==> src/rtl/div_pkg.sv <==
// Shared constants, state encoding and helpers for the divide issue/writeback sequencer.
package div_pkg;

    localparam int unsigned DATA_W         = 32;
    localparam int unsigned DIV_CYCLES_DEF = 100;
    localparam logic [DATA_W-1:0] DIVZ_QUOT = 32'hFFFF_FFFF;

    // One-hot state encoding
    localparam int unsigned ST_W = 5;
    localparam logic [ST_W-1:0] ST_IDLE    = 5'b00001;
    localparam logic [ST_W-1:0] ST_ISSUE   = 5'b00010;
    localparam logic [ST_W-1:0] ST_WAIT    = 5'b00100;
    localparam logic [ST_W-1:0] ST_CAPTURE = 5'b01000;
    localparam logic [ST_W-1:0] ST_FIX     = 5'b10000;

    typedef enum logic [ST_W-1:0] {
        S_IDLE    = ST_IDLE,
        S_ISSUE   = ST_ISSUE,
        S_WAIT    = ST_WAIT,
        S_CAPTURE = ST_CAPTURE,
        S_FIX     = ST_FIX
    } state_e;

    // Magnitude of an operand: two's-complement absolute value when signed, raw otherwise
    function automatic logic [DATA_W-1:0] mag(input logic [DATA_W-1:0] x, input logic sgn);
        return (sgn && x[DATA_W-1]) ? DATA_W'(-x) : x;
    endfunction

endpackage

==> src/rtl/div_ctrl_if.sv <==
// Request/response bus between a requester and the divide sequencer.
interface div_ctrl_if;
    import div_pkg::*;

    logic              req_valid;
    logic              req_ready;
    logic              req_signed;
    logic [DATA_W-1:0] rs;
    logic [DATA_W-1:0] rt;
    logic [DATA_W-1:0] hi;
    logic [DATA_W-1:0] lo;
    logic              resp_valid;
    logic              busy;

    modport master (
        output req_valid, req_signed, rs, rt,
        input  req_ready, busy, hi, lo, resp_valid
    );

    modport slave (
        input  req_valid, req_signed, rs, rt,
        output req_ready, busy, hi, lo, resp_valid
    );

endinterface

==> src/rtl/div_sign_fix.sv <==
// Conditional two's-complement negate used to restore the sign of quotient/remainder.
module div_sign_fix #(
    parameter int unsigned W = 32
) (
    input  logic         neg,
    input  logic [W-1:0] val,
    output logic [W-1:0] y_c
);

    // Negate when the architectural result is negative
    always_comb begin
        y_c = neg ? W'(-val) : val;
    end

endmodule

==> src/rtl/div_ctrl.sv <==
// Divide issue/writeback sequencer: magnitude conversion, core start/ack handshake,
// fixed-latency wait, sign correction and HI/LO writeback. Divide-by-zero is resolved
// locally. Optional macro DIV_FASTPATH_EN: |rt|==1 bypasses the core.
module div_ctrl
    import div_pkg::*;
#(
    parameter int unsigned DIV_CYCLES = DIV_CYCLES_DEF,
    parameter int unsigned W          = DATA_W
) (
    input  logic           clk,
    input  logic           rst,
    div_ctrl_if.slave      bus,
    output logic           div_start,
    output logic           div_ack,
    output logic [2*W-1:0] div_dividend,
    output logic [W-1:0]   div_divisor,
    input  logic [W-1:0]   div_quotient,
    input  logic [2*W-1:0] div_remainder
);

    localparam int unsigned CW = $clog2(DIV_CYCLES + 1);

    state_e        state;
    logic [CW-1:0] cnt;
    logic [W-1:0]  rs_q;
    logic [W-1:0]  a_mag;
    logic [W-1:0]  b_mag;
    logic [W-1:0]  q_raw;
    logic [W-1:0]  r_raw;
    logic          neg_q;
    logic          neg_r;
    logic          dz;
    logic [W-1:0]  hi_q;
    logic [W-1:0]  lo_q;
    logic          resp_q;

    logic          accept_c;
    logic [W-1:0]  a_mag_c;
    logic [W-1:0]  b_mag_c;
    logic [W-1:0]  q_fix_c;
    logic [W-1:0]  r_fix_c;
    logic          rem_hi_unused;

    assign accept_c      = bus.req_valid && bus.req_ready;
    assign a_mag_c       = mag(bus.rs, bus.req_signed);
    assign b_mag_c       = mag(bus.rt, bus.req_signed);
    assign rem_hi_unused = ^div_remainder[2*W-1:W];

    assign bus.req_ready  = (state == S_IDLE);
    assign bus.busy       = (state != S_IDLE);
    assign bus.hi         = hi_q;
    assign bus.lo         = lo_q;
    assign bus.resp_valid = resp_q;

    // Operand magnitudes stay on the core inputs until the next accept
    assign div_dividend = {{W{1'b0}}, a_mag};
    assign div_divisor  = b_mag;

    div_sign_fix #(.W(W)) u_fix_q (.neg(neg_q), .val(q_raw), .y_c(q_fix_c));
    div_sign_fix #(.W(W)) u_fix_r (.neg(neg_r), .val(r_raw), .y_c(r_fix_c));

    // Sequencer FSM with registered handshake pulses and HI/LO writeback
    always_ff @(posedge clk or posedge rst) begin
        if (rst) begin
            state     <= S_IDLE;
            cnt       <= '0;
            rs_q      <= '0;
            a_mag     <= '0;
            b_mag     <= '0;
            q_raw     <= '0;
            r_raw     <= '0;
            neg_q     <= 1'b0;
            neg_r     <= 1'b0;
            dz        <= 1'b0;
            hi_q      <= '0;
            lo_q      <= '0;
            resp_q    <= 1'b0;
            div_start <= 1'b0;
            div_ack   <= 1'b0;
        end else begin
            div_start <= 1'b0;
            div_ack   <= 1'b0;
            resp_q    <= 1'b0;
            case (state)
                S_IDLE: begin
                    if (accept_c) begin
                        rs_q  <= bus.rs;
                        a_mag <= a_mag_c;
                        b_mag <= b_mag_c;
                        neg_q <= bus.req_signed & (bus.rs[W-1] ^ bus.rt[W-1]);
                        neg_r <= bus.req_signed & bus.rs[W-1];
                        if (bus.rt == '0) begin
                            dz    <= 1'b1;
                            state <= S_FIX;
                        end
`ifdef DIV_FASTPATH_EN
                        else if (b_mag_c == W'(1)) begin
                            dz    <= 1'b0;
                            q_raw <= a_mag_c;
                            r_raw <= '0;
                            state <= S_FIX;
                        end
`endif
                        else begin
                            dz        <= 1'b0;
                            div_start <= 1'b1;
                            state     <= S_ISSUE;
                        end
                    end
                end
                S_ISSUE: begin
                    cnt   <= CW'(DIV_CYCLES - 1);
                    state <= S_WAIT;
                end
                S_WAIT: begin
                    cnt <= cnt - CW'(1);
                    if (cnt == '0) begin
                        div_ack <= 1'b1;
                        state   <= S_CAPTURE;
                    end
                end
                S_CAPTURE: begin
                    q_raw <= div_quotient;
                    r_raw <= div_remainder[W-1:0];
                    state <= S_FIX;
                end
                S_FIX: begin
                    if (dz) begin
                        lo_q <= W'(DIVZ_QUOT);
                        hi_q <= rs_q;
                    end else begin
                        lo_q <= q_fix_c;
                        hi_q <= r_fix_c;
                    end
                    resp_q <= 1'b1;
                    state  <= S_IDLE;
                end
                default: state <= S_IDLE;
            endcase
        end
    end

endmodule

==> src/flat_wrapper.sv <==
// flat-port wrapper written by rule: the top's interface ports become plain ports
module div_ctrl_flat import div_pkg::*;
#(
    parameter int unsigned DIV_CYCLES = DIV_CYCLES_DEF,
    parameter int unsigned W          = DATA_W
)
  (clk, rst, div_start, div_ack, div_dividend, div_divisor, div_quotient, div_remainder, bus_req_valid, bus_req_signed, bus_rs, bus_rt, bus_req_ready, bus_busy, bus_hi, bus_lo, bus_resp_valid);
  div_ctrl_if bus_i ();
  input  logic clk;
  input  logic rst;
  output logic div_start;
  output logic div_ack;
  output logic [2*W-1:0] div_dividend;
  output logic [W-1:0] div_divisor;
  input  logic [W-1:0] div_quotient;
  input  logic [2*W-1:0] div_remainder;
  input wire logic [$bits(bus_i.req_valid)-1:0] bus_req_valid;
  input wire logic [$bits(bus_i.req_signed)-1:0] bus_req_signed;
  input wire logic [$bits(bus_i.rs)-1:0] bus_rs;
  input wire logic [$bits(bus_i.rt)-1:0] bus_rt;
  output wire logic [$bits(bus_i.req_ready)-1:0] bus_req_ready;
  output wire logic [$bits(bus_i.busy)-1:0] bus_busy;
  output wire logic [$bits(bus_i.hi)-1:0] bus_hi;
  output wire logic [$bits(bus_i.lo)-1:0] bus_lo;
  output wire logic [$bits(bus_i.resp_valid)-1:0] bus_resp_valid;
  assign bus_i.req_valid = bus_req_valid;
  assign bus_i.req_signed = bus_req_signed;
  assign bus_i.rs = bus_rs;
  assign bus_i.rt = bus_rt;
  assign bus_req_ready = bus_i.req_ready;
  assign bus_busy = bus_i.busy;
  assign bus_hi = bus_i.hi;
  assign bus_lo = bus_i.lo;
  assign bus_resp_valid = bus_i.resp_valid;
  div_ctrl #(.DIV_CYCLES(DIV_CYCLES), .W(W)) u_core (.clk(clk), .rst(rst), .bus(bus_i), .div_start(div_start), .div_ack(div_ack), .div_dividend(div_dividend), .div_divisor(div_divisor), .div_quotient(div_quotient), .div_remainder(div_remainder));
endmodule
==> config.mk <==
export PLATFORM = sky130hd
export DESIGN_NAME = div_ctrl_flat
export DESIGN_NICKNAME = d
export VERILOG_FILES = /design/src/rtl/div_pkg.sv /design/src/rtl/div_ctrl_if.sv /design/src/rtl/div_sign_fix.sv /design/src/rtl/div_ctrl.sv /design/src/flat_wrapper.sv
export SDC_FILE = /design/constraint.sdc
export NUM_CORES = 1
export LEC_CHECK = 0
export ABC_CLOCK_PERIOD_IN_PS = 11800
export CORE_UTILIZATION = 31
export DETAILED_ROUTE_END_ITERATION = 6
export PLACE_DENSITY = 0.56
export SLEW_MARGIN = 20
export SYNTH_ARGS = -nofsm -noshare
export SYNTH_HDL_FRONTEND = slang
export SYNTH_SLANG_ARGS = --single-unit
==> constraint.sdc <==
create_clock -name clk -period 11.8 [get_ports clk]
set_input_delay 3.54 -clock clk [delete_from_list [all_inputs] [get_ports clk]]
set_output_delay 3.54 -clock clk [all_outputs]
set_load 0.05 [all_outputs]
==> metrics.txt <==
Avg WL per Cell=17.2 um; critical path data arrival time=2530 ps; ys async rst share=100%; synth cell count leaders=240 x dfrtp_1, 192 x nand2_1, 103 x o21ai_0; GRT overflow=0; CORE AREA=slightly below 0.04 mm^2; Crit. End Element=primary output; sw frac=40.8%; cells on worst reg2reg path=8; Final Slew Violations=0; Slowest-stage cell, CP=clkdlybuf4s50_1; routed vias=~10k; routability cong.=between 0.7 and 0.8; Pre-antenna DRT Iters=5; largest area contributor in the netlist=dfrtp_1; clk buf depth=3; # nets final=1649; CTS tree=yes; Primary FF master, synth=dfrtp_1; Netlist Area Pre-Place=0.0121 mm^2; Fmax=0.165 GHz; Worst Max-Slew Pin Slew=around 1100 ps; slowest stage delay, CP=810 ps; RSZ-0062 raised after global routing=no; Final setup viols=0; root buffer cell=clkbuf_16; setup TNS=0 ps; Reg2Reg Setup Slack=a little under 9000 ps; YS warnings=0; fin crit share=51.5%; H-tree depth=1; routed vias/inst=4.85; PD cells=around 210 mW/mm^2; synthesized area per cell=9.70 um^2; Post-CTS Setup Inserts=0; maxcap violations=0; Critical Path Start Type=flip-flop; Worst Path Max Fanout=8; hold_buf cts=0; combinational power share=38.9%; Worst Hold Class=reg2reg; DRC violations left=0; Place WS=5490 ps; number of enable flip-flop cells after synthesis=0; Worst-path clk slew=60 ps; DRT iter0 DRCs=between 400 and 500; CP Class=reg2out; initial antenna violation count=1; final hold violation count=0; Worst VDD drop=156 uV; detailed placement HPWL=24.5 mm; run status=complete, no violations; TritonCTS Buffers=28; largest net degree at the start of global routing=~120; launch point of the worst path=u_core.state[2]; worst path cell trace=nor3_1, and2_1, clkdlybuf4s50_1; Die X=200 um; Post-Route WL=34.7 mm; Reg-to-Reg Start=u_core.state[2]; min Tclk post-route=6070 ps; PostCTS Resize Cnt=0; CTS Sinks=~240; vias in the first global route=between 9k and 10k; die height=200 um; worst skew pair latency=560 ps; Yosys cell types=53; num ports=329; family with the most delay on the worst path=buffers and inverters; share of cells above drive strength 1=9.07%; #FFs+latches synth=241; Worst Path Buf+Inv=1; sequential fraction of the synthesis area=49.7%; Lkg Pwr=approximately 6.6 nW; critical path depth=3; Rows=72; IO buf count=264; first-pass GRT wire length=between 50 and 60 mm; Die Footprint=0.0399 mm^2; post-route antenna net violation count=0; Seq pwr share=35.3%; worst r2r dst=u_core.bus.hi[27]; Fin Clk Skew=25.9 ps; initial core utilization=31.4%; Syn-to-layout area delta=32.3%; most common cell in the netlist=dfrtp_1; CP required=8260 ps; clock power share=25.8%; GRT Total Usage=17.3%; Slew headroom=25.9%; cell types occupying the most area after synthesis=dfrtp_1 50%, mux2_2 5.9%, nand2_1 5.9%, xor2_1 5.5%, o21ai_0 4.3%; Psw=1.37 mW; Yosys top cell area share=just under 50%; cells after synthesis=1250; Worst Setup EP=bus_req_ready; final worst slack=5730 ps; internal power=1.99 mW
==> stage by stage <==
stage	hold slack [ps]	instances	util, %	power [mW]	instance area, um^2
6_report	473	2020	41.5	3.35	16100
5_1_grt	491	2019	41.5	3.55	16000
4_1_cts	475	2018	41.5	3.40	16000
3_5_place_dp	460	1967	39.1	2.51	15100
3_3_place_gp	453	1967	39.1	2.49	15100
2_1_floorplan	437	1281	-	2.06	12200
==> worst min-delay path, cell delays in order (launching register included) <==
cell,delay [ps]
dfrtp_1,340
nand2_1,50
nand2_1,50
==> layout by cell type, fill, tap and decap left out, types with 32 or more instances in the layout <==
| master | instances |
|---|---|
| conb_1 | 32 |
| dfrtp_1 | 238 |
| nand2_1 | 192 |
| xnor2_1 | 43 |
| xor2_1 | 76 |
| mux2_2 | 64 |
| clkdlybuf4s50_1 | 264 |
| o31ai_1 | 40 |
| a21oi_1 | 69 |
| o21ai_0 | 103 |
| nor2_1 | 85 |
==> flip-flops by register name, indices dropped and copies added (netlist names) <==
register	flops
u_core.neg_r	1
u_core.div_divisor	32
u_core.cnt	7
u_core.dz	1
u_core.neg_q	1
u_core.state	5
u_core.div_start	1
u_core.div_ack	1
u_core.bus.lo	32
u_core.q_raw	32
u_core.rs_q	31
u_core.a_mag	32
u_core.bus.resp_valid	1
u_core.r_raw	32
u_core.bus.hi	32
==> worst min-delay path by stage <==
stage / startpoint / to / depth (start not counted)
2_1_floorplan: u_core.rs_q[15] / u_core.rs_q[15] / 2
3_5_place_dp: u_core.rs_q[15] / u_core.rs_q[15] / 2
3_3_place_gp: u_core.bus.lo[2] / u_core.bus.lo[2] / 2
5_1_grt: u_core.bus.lo[2] / u_core.bus.lo[2] / 2
4_1_cts: u_core.rs_q[15] / u_core.rs_q[15] / 2
6_report: u_core.bus.lo[11] / u_core.bus.lo[11] / 2
==> power groups by stage <==
stage | registers (mW) | logic, mW | clock network, mW
2_1_floorplan | 1.55 | 0.505 | 0
3_3_place_gp | 1.19 | 1.30 | 0
3_5_place_dp | 1.19 | 1.31 | 0
4_1_cts | 1.18 | 1.32 | 0.894
5_1_grt | 1.21 | 1.42 | 0.924
6_report | 1.18 | 1.30 | 0.865
==> cells by family after synthesis <==
logic type,Yosys count,share of synthesized area (%)
AO/OA/AOI/OAI,279,14.0
XOR/XNOR,119,8.59
adder cells (fa/ha/maj),6,0.619
buffers and inverters,129,5.10
flip-flops,241,49.7
multiplexers,74,6.77
other,1,0.0309
AND/OR/NAND/NOR,401,15.1
==> metal layers <==
layer / part of all wire [%] / vias to the layer above / GRT usage, %
li1: - / 4768 / -
met1: 46 / 4699 / 24.9
met2: 45 / 287 / 26.1
met3: 7.2 / 39 / 3.97
met4: 1.8 / 0 / 3.99
met5: 0 / - / 0
==> final cells by class <==
| class | instances | area [um^2] |
|---|---|---|
| inverter | 22 | 90.1 |
| clock inverter | 9 | 97.6 |
| multi-input combinational | 911 | 5620 |
| timing repair buffer | 275 | 2730 |
| antenna | 2 | 5.00 |
| fill | 3789 | 22600 |
| clock buffer | 42 | 833 |
| sequential | 241 | 6030 |
| tap | 518 | 648 |
(Power assumes the default switching activity.)
